<file path="config.mk">
export PLATFORM = sky130hd
export DESIGN_NAME = mlp_neuron_seq
export DESIGN_NICKNAME = d
export VERILOG_FILES = /design/src/rtl/mlp_pkg.sv /design/src/rtl/mac_relu_unit.sv /design/src/rtl/mlp_neuron_seq.sv
export SDC_FILE = /design/constraint.sdc
export NUM_CORES = 1
export LEC_CHECK = 0
export ABC_AREA = 1
export CAP_MARGIN = 10
export CORE_MARGIN = 2
export CORE_UTILIZATION = 45
export CTS_CLUSTER_SIZE = 14
export DETAILED_ROUTE_END_ITERATION = 8
export HOLD_SLACK_MARGIN = 0.02
export SYNTH_ARGS = -nofsm -noshare
export SYNTH_HDL_FRONTEND = slang
export SYNTH_SLANG_ARGS = --single-unit
</file>
<file path="constraint.sdc">
create_clock -name clk -period 8.1 [get_ports clk]
set_input_delay 0.81 -clock clk [delete_from_list [all_inputs] [get_ports clk]]
set_output_delay 0.81 -clock clk [all_outputs]
set_load 0.005 [all_outputs]
</file>
<file path="src/rtl/mlp_pkg.sv">
`default_nettype none
// mlp_pkg: shared widths, sequencer state type and ReLU helper for the MLP neuron sequencer.
// Revision: 1.0
package mlp_pkg;

  localparam int ACC_W_DEF = 16;
  localparam int DW        = 4;

  typedef enum logic [1:0] {
    S_FILL = 2'd0,
    S_MAC  = 2'd1,
    S_EMIT = 2'd2
  } state_e;

  // ReLU gate on a two's-complement value: it passes only when the sign bit is clear, so zero stays zero.
  function automatic logic relu_pass(input logic sign_bit);
    return !sign_bit;
  endfunction

endpackage
`default_nettype wire

</file>
<file path="src/rtl/mac_relu_unit.sv">
`default_nettype none
// mac_relu_unit: combinational signed 4b x 4b multiply, accumulate onto t_i, plus ReLU of the sum.
// Revision: 1.0
module mac_relu_unit
  import mlp_pkg::*;
#(
  parameter int ACC_W = ACC_W_DEF
) (
  input  logic [ACC_W-1:0] t_i,
  input  logic [DW-1:0]    i_i,
  input  logic [DW-1:0]    w_i,
  output logic [ACC_W-1:0] total_o,
  output logic [ACC_W-1:0] relu_o
);

  logic signed [2*DW-1:0] prod;

  // Operands are widened to the product width so the multiply is exact without relying on context sizing.
  assign prod    = $signed({{DW{i_i[DW-1]}}, i_i}) * $signed({{DW{w_i[DW-1]}}, w_i});
  assign total_o = t_i + {{(ACC_W-2*DW){prod[2*DW-1]}}, prod};
  assign relu_o  = relu_pass(total_o[ACC_W-1]) ? total_o : '0;

endmodule
`default_nettype wire

</file>
<file path="src/rtl/mlp_neuron_seq.sv">
`default_nettype none
// mlp_neuron_seq: time-shares one MAC/ReLU unit across NEURONS neurons; MLP_RAW_OUT_EN adds out_raw (pre-ReLU acc).
// Revision: 1.0
module mlp_neuron_seq
  import mlp_pkg::*;
#(
  parameter  int FAN_IN  = 4,
  parameter  int NEURONS = 4,
  parameter  int ACC_W   = ACC_W_DEF,
  localparam int AW      = $clog2(NEURONS*FAN_IN),
  localparam int NW      = (NEURONS > 1) ? $clog2(NEURONS) : 1
) (
  input  logic             clk,
  input  logic             rst_n,
  input  logic             cfg_we,
  input  logic [AW-1:0]    cfg_addr,
  input  logic [DW-1:0]    cfg_wdata,
  input  logic             in_valid,
  output logic             in_ready,
  input  logic [DW-1:0]    in_data,
  output logic             out_valid,
  input  logic             out_ready,
  output logic [ACC_W-1:0] out_data,
  output logic [NW-1:0]    out_idx,
`ifdef MLP_RAW_OUT_EN
  output logic [ACC_W-1:0] out_raw,
`endif
  output logic             busy
);

  localparam int KW  = $clog2(FAN_IN);
  localparam int NWT = NEURONS * FAN_IN;

  state_e           state_q, state_d;
  logic [KW-1:0]    in_cnt_q, in_cnt_d;
  logic [KW-1:0]    k_q, k_d;
  logic [NW-1:0]    neuron_q, neuron_d;
  logic [ACC_W-1:0] acc_q, acc_d;
  logic [ACC_W-1:0] out_data_q, out_data_d;
  logic [DW-1:0]    w_mem_q [NWT];
  logic [DW-1:0]    in_buf_q [FAN_IN];

  logic [ACC_W-1:0] mac_total, mac_relu;
  logic [AW-1:0]    w_raddr;
  logic             in_fire, cfg_fire, mac_last;

  assign in_ready  = rst_n && (state_q == S_FILL);
  assign in_fire   = in_valid && in_ready;
  // Weights only change while idle so a vector in flight always sees one consistent weight set.
  assign cfg_fire  = cfg_we && (state_q == S_FILL) && (int'(cfg_addr) < NWT);
  assign mac_last  = (state_q == S_MAC) && (k_q == KW'(FAN_IN-1));
  assign w_raddr   = AW'(int'(neuron_q) * FAN_IN + int'(k_q));

  assign out_valid = (state_q == S_EMIT);
  assign busy      = (state_q != S_FILL);
  assign out_data  = out_data_q;
  assign out_idx   = neuron_q;

  mac_relu_unit #(
    .ACC_W (ACC_W)
  ) u_mac (
    .t_i     (acc_q),
    .i_i     (in_buf_q[k_q]),
    .w_i     (w_mem_q[w_raddr]),
    .total_o (mac_total),
    .relu_o  (mac_relu)
  );

  always_comb begin
    state_d    = state_q;
    in_cnt_d   = in_cnt_q;
    k_d        = k_q;
    neuron_d   = neuron_q;
    acc_d      = acc_q;
    out_data_d = out_data_q;
    unique case (state_q)
      S_FILL: begin
        if (in_fire) begin
          if (in_cnt_q == KW'(FAN_IN-1)) begin
            state_d  = S_MAC;
            in_cnt_d = '0;
            k_d      = '0;
            neuron_d = '0;
            acc_d    = '0;
          end else begin
            in_cnt_d = in_cnt_q + KW'(1);
          end
        end
      end
      S_MAC: begin
        acc_d = mac_total;
        if (mac_last) begin
          state_d    = S_EMIT;
          out_data_d = mac_relu;
        end else begin
          k_d = k_q + KW'(1);
        end
      end
      S_EMIT: begin
        if (out_ready) begin
          if (neuron_q == NW'(NEURONS-1)) begin
            state_d = S_FILL;
          end else begin
            neuron_d = neuron_q + NW'(1);
            k_d      = '0;
            acc_d    = '0;
            state_d  = S_MAC;
          end
        end
      end
      default: state_d = S_FILL;
    endcase
  end

  always_ff @(posedge clk) begin
    if (!rst_n) begin
      state_q    <= S_FILL;
      in_cnt_q   <= '0;
      k_q        <= '0;
      neuron_q   <= '0;
      acc_q      <= '0;
      out_data_q <= '0;
      for (int j = 0; j < NWT; j++) begin
        w_mem_q[j] <= '0;
      end
    end else begin
      state_q    <= state_d;
      in_cnt_q   <= in_cnt_d;
      k_q        <= k_d;
      neuron_q   <= neuron_d;
      acc_q      <= acc_d;
      out_data_q <= out_data_d;
      if (cfg_fire) begin
        w_mem_q[cfg_addr] <= cfg_wdata;
      end
    end
  end

  // Pure datapath storage: a stale vector is never read because in_cnt restarts at zero.
  always_ff @(posedge clk) begin
    if (in_fire) begin
      in_buf_q[in_cnt_q] <= in_data;
    end
  end

`ifdef MLP_RAW_OUT_EN
  logic [ACC_W-1:0] out_raw_q;

  always_ff @(posedge clk) begin
    if (!rst_n) begin
      out_raw_q <= '0;
    end else if (mac_last) begin
      out_raw_q <= mac_total;
    end
  end

  assign out_raw = out_raw_q;
`endif

endmodule
`default_nettype wire
</file>
# After elaboration in Yosys (flattened, before gate mapping)

Memories as Yosys holds them, arrays and structs flattened. A register that Yosys moved wholly into a read port is not among the register bits.
Index checks and enable logic that the tools add are counted.

Add/sub/neg operators: 5
Multiply operators: 1
Eq/ne operators: 11
Multiplexer cells: 33
Reductions and logical operators: 15

Operators with widths:

| operator              | number |
|---|---|
| $mux W16              | 4 |
| $pmux W16 S3          | 1 |
| $mux W2               | 14 |
| $add A16 B16 Y16      | 1 |
| $mux W15              | 1 |
| $pmux W2 S3           | 2 |
| $reduce_and A5 Y1     | 2 |
| $eq A2 B2 Y1 const B  | 4 |
| $mul A4 B4 Y8         | 1 |
| $mux W1               | 8 |
| $mux W4               | 2 |
| $ne A2 B2 Y1 const B  | 4 |
| $add A2 B1 Y2 const B | 3 |
| $reduce_and A6 Y1     | 1 |
| $add A4 B2 Y4         | 1 |
| $logic_and A1 B1 Y1   | 4 |
| $ne A2 B1 Y1 const B  | 2 |
| $pmux W2 S2           | 1 |
| $reduce_and A2 Y1     | 2 |
| $reduce_and A4 Y1     | 1 |
| $reduce_bool A2 Y1    | 2 |
| $reduce_or A4 Y1      | 1 |
| $reduce_bool A3 Y1    | 1 |
| $eq A2 B1 Y1 const B  | 1 |
| $logic_not A2 Y1      | 1 |

Register bits: 40
Memory bits (writable): 80
Input bits: 17
Output and inout bits: 21
Logic and storage cells: 73
Memories kept: 2

Memories:

| name     | words | width | read ports | clocked after Yosys merged registers in | wr ports | RTL line             | RTL |
|---|---|---|---|---|---|---|---|
| w_mem_q  | 16    | 4     | 1          | 0                                       | 16       | mlp_neuron_seq.sv:40 | `logic [DW-1:0] w_mem_q [NWT];` |
| in_buf_q | 4     | 4     | 1          | 1                                       | 1        | mlp_neuron_seq.sv:41 | `logic [DW-1:0] in_buf_q [FAN_IN];` |

# Depth between registers and ports, before layout

Gate-level depths: netlist of the first run.

Depth after elaboration: 7
Mapped depth: 38
Mapped depth without buffers: 36

# By module

From an unflattened synthesis of the first run, not the netlist that was laid out.

Cell total of the unflattened synthesis: 906
Area, all modules: 7229.4 sq um

By module, submodules not included:

| module         | instances | cells each | area an instance (sq um) |
|---|---|---|---|
| mlp_neuron_seq | 1         | 645        | 5485.3 |
| mac_relu_unit  | 1         | 261        | 1744.2 |

# Least setup slack after synthesis of the first run

OpenSTA, ideal clock, no wires.

Path type: register to register
Start: reg k_q[0]
End: reg out_data_q[10] (netlist: out_data[10])
Data arrival time: 5.676 ns
Setup slack: 2.283 ns
Cell stages (with the launch flop): 34
Buffers on the path: 4
Clock period less this slack: 5.817 ns
Cell sequence: dfxtp_1 > buf_6 > buf_4 > clkbuf_1 > o21ai_0 > o221ai_1 > o211ai_1 > nand2_1 > nand2_1 > fa_1 > fa_1 > fa_1 > inv_1 > ha_1 > fa_1 > a21oi_1 > nor2_1 > nor2_1 > nand3_1 > nand2_1 > inv_1 > nand2_4 > nand2_4 > ha_1 > a21oi_1 > nor2_1 > nor2_1 > o21ai_0 > o21bai_1 > inv_1 > nand3_2 > buf_6 > nand3_2 > a21oi_2

Word-level cells in the longest chain between the ends: 5
Elaborated cells on any way between the ends: 8
Those cells by class: 2 x add/sub; 1 x mul; 1 x eq/ne; 1 x mux; 2 x reduce/logical; 1 x memory

Ends and longest elaborated chain:

| what                   | RTL line              | RTL |
|---|---|---|
| start, declared        | mlp_neuron_seq.sv:36  | `logic [KW-1:0] k_q, k_d;` |
| start signal, assigned | mlp_neuron_seq.sv:129 | `k_q <= k_d;` |
| $add A4 B2 Y4          | mlp_neuron_seq.sv:52  | `assign w_raddr = AW'(int'(neuron_q) * FAN_IN + int'(k_q));` |
| $mem_v2 Z16 W4         | n/a                   |  |
| $mul A4 B4 Y8          | mac_relu_unit.sv:19   | `assign prod = $signed({{DW{i_i[DW-1]}}, i_i}) * $signed({{DW{w_i[DW-1]}}, w_i});` |
| $add A16 B16 Y16       | mac_relu_unit.sv:20   | `assign total_o = t_i + {{(ACC_W-2*DW){prod[2*DW-1]}}, prod};` |
| $mux W15               | mac_relu_unit.sv:21   | `assign relu_o = relu_pass(total_o[ACC_W-1]) ? total_o : '0;` |
| end signal, assigned   | mlp_neuron_seq.sv:132 | `out_data_q <= out_data_d;` |
| end, declared          | mlp_neuron_seq.sv:39  | `logic [ACC_W-1:0] out_data_q, out_data_d;` |

Parallel ways exist; a longest one is shown, timed or not.
A chain may end at the register's enable or synchronous reset.

# Worst setup path in the final report of the first run

Start: reg k_q[0]
End: reg out_data_q[1] (netlist: out_data[1])

The elaborated chain is that of the path after synthesis.

==> flow_summary.yaml, run 1 <==
routing:
  vias_per_cell: 5.25
  routed.top_layer: "met4"
  drt_iter0_drc: 290
  avgRoutedWirePerCell_um: 15.8
  route.met2.wl_um: 8140
  wl_um: 16000
  wl_met3_um: 476
  vias: 5308
  wl_met1_um: 7160
  drcViolationCount: 0
  postRouteAntennaNets: 0
  first_pass_iters: 4
global_route:
  grt_overflow: 0
  grt_max_degree: 38
  grt_pass1_wl_um: 26600
  antenna_found_initial: 0
  track_usage_pct: 21.0
  grt_pass1_vias: 5407
clock_network:
  cts_buffer_depth: 2
  clock-sinks: 121
  h-tree-depth: 4
  cts_hold_buf: 0
  root_buffer: "clkbuf_16"
  numCtsBuffers: 17
  cts_tree: "built"
  clkLatencyLatePin_ps: 410
  clk_pin_slew_ps: 50
  cts_resized: 0
  post_cts_buffers: 0
placed_design:
  place_hpwl_um: 11700
  portBuffers: 36
  place_inst: 980
  gp_congestion: 0.957
setup_path:
  slowest_delay_ps: 1050
  crit_slowest_cell: "dfxtp_1"
  cp.arrival_ps: 7500
  worstSetupPathType: "register to register"
  crit_path_end_kind: "register"
  crit_fanout: 36
  cp.required_ps: 8430
  cp-start-kind: "register"
finish:
  n_antenna_cell: 0
  nets: 871
  drive_above_1_share_pct: 10.7
  instances_no_fill: 1011
  syn_to_final_growth_pct: 14.0
  finalCoreUtilization_pct: 52.0
sta:
  fmax_mhz: 140
  finClkSkew_ps: 6.88
  finalCritPeriodShare_pct: 88.5
  finalHoldViolCount: 0
  final.setup.tns_ps: 0
  rsz0062_at_grt: "false"
  final-setup-viol-count: 0
  max_slew_margin_pct: 25.1
  period_needed_ps: 7170
  slew_viol_final: 0
  worst_pin_slew_ps: 1120
yosys:
  ys_warn_count: 0
  synth_edf_count: 80
  syn_inst: 784
  syn_area_um2: 6850
  seq_area_frac_synth_pct: 47.0
  synth_nets: 844
  synth_area_per_cell_um2: 8.74
  synth_seq_cells: 121
  synth_top_area_share_pct: 35.1
  yosysTopAreaCell: "edfxtp_1"
  async_flop_share_pct: 0
  synth.distinct_cells: 45
  synth_area_leaders: "edfxtp_1, dfxtp_1, nor2_1, nand2_1, ha_1"
  ys.flop_type: "edfxtp_1"
power_and_ir_drop:
  p_per_area_nw_per_um2: 363
  irDropWorstVdd_uv: 177
  leakage_nw: 3.22
floorplan:
  initial_core_util_pct: 45.6
  rows: 45
  pin_count: 38
  die-area_um2: 16200
  die_h_um: 127
  die_w_um: 127
  core_area_um2: 15000
status:
  status: "complete, no violations"
worst_hold_path:
  min_path_type: "register to register"
flow_run:
  cap_violations: 0
-- worst max-delay path: cells and delay by family (launching register included) --
kind / cells / cell delay (ps)
simple gates: 12 / 1600
compound gates: 7 / 1390
fa+ha+maj: 6 / 2420
flops: 1 / 1050
buf+inv: 5 / 620
-- cell families after synthesis --
family,after synthesis,synth area share (%)
simple gates,369,24.3
flops,121,47.0
other cells,1,0.0547
compound gates,121,10.7
buf+inv,115,7.18
fa+ha+maj,43,8.95
xor+xnor,14,1.79
-- layout by cell type (no fill, tap or decap), drive strengths merged, types with 2 or more instances in the layout --
master / count
nand3: 55
o21bai: 3
clkdlybuf4s50: 36
edfxtp: 80
a21o: 2
o221ai: 9
a21oi: 51
fa: 10
o22ai: 4
clkinv: 5
a32oi: 2
xor2: 7
or2: 17
o21ai: 37
ha: 33
dfxtp: 41
xnor2: 7
a211oi: 2
clkbuf: 22
o211ai: 5
inv: 86
clkinvlp: 3
nor2: 146
a31oi: 2
nor3: 7
nand2: 140
nand4: 3
-- final cells by class --
type                            instances  area (um2)
Tap cell                              188         235
Multi-Input combinational cell        548        3140
Timing Repair Buffer                   37         368
Clock buffer                           22         444
Fill cell                            1364        7220
Inverter                               86         325
Sequential cell                       121        3220
Clock inverter                          9        77.6
-- registers in the layout, indices dropped and copies added (netlist names), named ones only --
signal and count:
acc_q 16, out_idx 2, k_q 2, state_q 2
in_cnt_q 2, in_buf_q 16, out_data 15, w_mem_q 64
-- power breakdown --
| group | internal (mW) | switching [mW] |
|---|---|---|
| registers | 0.697 | 0.0365 |
| clock network | 0.416 | 0.258 |
| logic | 0.486 | 0.939 |
| total | 1.60 | 1.23 |
-- final timing paths --
path                                   from     endpoint  slack [ps]  cells after the start
worst min register to register  out_data[0]  out_data[0]         470                      2
worst min-delay path            out_data[0]  out_data[0]         470                      2
worst max-delay path                 k_q[0]  out_data[1]         930                     30
worst max register to register       k_q[0]  out_data[1]         930                     30
-- per-layer routing --
| layer | GRT usage [%] | vias to the layer above |
|---|---|---|
| met5 | 0 | - |
| met4 | 7.30 | 0 |
| met3 | 4.19 | 15 |
| met2 | 37.2 | 78 |
| met1 | 25.5 | 2550 |
| li1 | - | 2665 |
-- cell usage after synthesis, types with 2 or more instances --
master	instances
o211ai_1	5
nand2_2	5
a31oi_1	2
a21oi_2	10
xor2_1	7
or2_2	16
clkbuf_1	16
o21ai_0	35
o22ai_1	4
buf_6	3
nand4_1	3
edfxtp_1	80
nand3_2	15
nand3_1	38
o21ai_1	2
a21oi_1	41
buf_2	3
inv_2	6
inv_1	79
nor2_2	2
nand3_4	2
o21bai_1	3
a32oi_1	2
a21o_1	2
ha_1	33
nor2_1	144
a211oi_1	2
fa_1	10
nand2_1	131
nor3_1	7
o221ai_1	9
nand2_4	4
dfxtp_1	41
buf_1	2
buf_4	4
xnor2_1	7
-- stage by stage --
stage	total power, mW	cell area, um2	setup slack, ps	hold WS (ps)
final	2.83	7810	935	468
after global routing	3.05	7810	292	488
after CTS	2.83	7810	952	474
after detailed placement	2.15	7290	956	461
after global placement	2.12	7290	1200	455
after floorplan	1.86	6850	2280	443
(Power assumes the default switching activity.)
==> run 2: changes to the inputs <==
Settings changed: SLEW_MARGIN set to 40.
==> run 2 against run 1 <==
  * Hold slack worse by 1.1 ps
  * Die area unchanged
  * Global-route usage up 0.085 points
  * Maximum frequency up 7.2%
  * Largest cell class unchanged
  * Largest power group unchanged
  * Non-clock buffer count unchanged
  * Critical path type unchanged
  * Sequential share of layout area down 0.083 points
  * Critical path depth unchanged
  * Routed wire length up 0.25%
==> flow_summary.yaml, run 2 (same netlist as run 1, synthesis figures left out) <==
sta:
  fmax_mhz: 150
  period_needed_ps: 6680
  slew_viol_final: 0
  finalHoldViolCount: 0
  rsz0062_at_grt: "false"
  worst_pin_slew_ps: 684
  final.setup.tns_ps: 0
  finClkSkew_ps: 7.06
  final-setup-viol-count: 0
  finalCritPeriodShare_pct: 82.5
  max_slew_margin_pct: 54.4
global_route:
  grt_pass1_vias: 5457
  track_usage_pct: 21.1
  top_usage_layer: "met2"
  antenna_found_initial: 0
  grt_use_met1_pct: 25.6
  grt_overflow: 0
  grtUsageMet3_pct: 4.52
  use_met2_pct: 37.3
  grt_max_degree: 38
  grt_pass1_wl_um: 26600
floorplan:
  die-area_um2: 16200
  rows: 45
  core_area_um2: 15000
  die_w_um: 127
  initial_core_util_pct: 45.6
  pin_count: 38
  die_h_um: 127
clock_network:
  clk_pin_slew_ps: 50
  cts_hold_buf: 0
  cts_buffer_depth: 2
  h-tree-depth: 4
  cts_resized: 0
  cts_tree: "built"
  numCtsBuffers: 17
  clkLatencyLatePin_ps: 420
  post_cts_buffers: 0
  clock-sinks: 121
  root_buffer: "clkbuf_16"
power_and_ir_drop:
  p_per_area_nw_per_um2: 365
  leakage_nw: 3.24
  power_mw: 2.86
  irDropWorstVdd_uv: 185
setup_path:
  reg2reg_depth: 30
  cp.required_ps: 8380
  crit_family: "adder cells"
  reg2reg_to: "out_data[1]"
  crit_path_end_kind: "register"
  cp-startpoint: "k_q[0]"
  slowest_delay_ps: 700
  r2r-start: "k_q[0]"
  crit_slowest_cell: "dfxtp_2"
  cp-start-kind: "register"
  critPathCapture: "out_data[1]"
  worstSetupPathType: "register to register"
  crit_fanout: 36
  cp.arrival_ps: 6960
  cp_num_buf_inv: 4
  cp_num_cells: 30
  rrSetupSlack_ps: 1420
placed_design:
  portBuffers: 36
  place_hpwl_um: 11700
  gp_congestion: 0.957
finish:
  fillerInstances: 1389
  reg_top3: "w_mem_q x64, acc_q x16, in_buf_q x16"
  syn_to_final_growth_pct: 14.3
  final_common_cell: "nor2_1"
  nets: 871
  drive_above_1_share_pct: 11.1
  layout_common_cells: "nor2_1, nand2_1, edfxtp_1"
  top_register: "w_mem_q"
  largest_reg_flops: 64
  regArea_um2: 3220
  multi_input_area_um2: 3140
  n_antenna_cell: 0
routing:
  first_pass_iters: 5
  drcViolationCount: 0
  postRouteAntennaNets: 0
  wl_um: 16000
  vias: 5352
  drt_iter0_drc: 316
  avgRoutedWirePerCell_um: 15.9
  vias_per_cell: 5.30
flow_run:
  cap_violations: 0
worst_hold_path:
  min_path_type: "register to register"
  min_path_cells: 2
status:
  status: "complete, no violations"
## run 2: final cells by class
cell class | instances | area share (%)
Sequential cell | 121 | 41.2
Multi-Input combinational cell | 548 | 40.1
Clock buffer | 18 | 5.48
Timing Repair Buffer | 37 | 4.63
Inverter | 86 | 4.15
Tap cell | 188 | 3.00
Clock inverter | 12 | 1.41
## run 2: routing by layer
layer  wire length, um  up-vias
met1              7190     2554
met4               275        0
met5                 0        -
li1                  -     2665
met3               490       23
met2              8080      110
## run 2: how the worst min path moves through the flow
| stage | start | end | slack (ps) |
|---|---|---|---|
| floorplan | acc_q[4] | acc_q[4] | 440 |
| global placement | acc_q[0] | acc_q[0] | 450 |
| detailed placement | out_data[13] | out_data[13] | 460 |
| CTS | out_data[13] | out_data[13] | 470 |
| global route | out_data[2] | out_data[2] | 490 |
| finish | out_data[0] | out_data[0] | 470 |
## run 2: power by group
group,leakage [nW],switching [mW],internal (mW),total (mW)
Clock,0.261,0.262,0.441,0.703
Sequential,1.14,0.0364,0.697,0.733
Combinational,1.84,0.935,0.486,1.42
Total,3.24,1.23,1.62,2.86
## run 2: metrics by stage
stage | hold slack [ps] | setup slack [ps] | instance area [um2] | cells | util, %
2_1_floorplan | 443 | 2280 | 6850 | 784 | -
6_report | 467 | 1420 | 7830 | 1010 | 52.1
3_5_place_dp | 459 | 1410 | 7290 | 980 | 48.5
3_3_place_gp | 455 | 1200 | 7290 | 980 | 48.5
4_1_cts | 469 | 1400 | 7830 | 1010 | 52.1
5_1_grt | 488 | 781 | 7830 | 1010 | 52.1
## run 2: tightest hold or removal path, stage by stage (launching register included)
cell     delay (ps)
dfxtp_1         310
nand2_1          60
a21oi_1          50
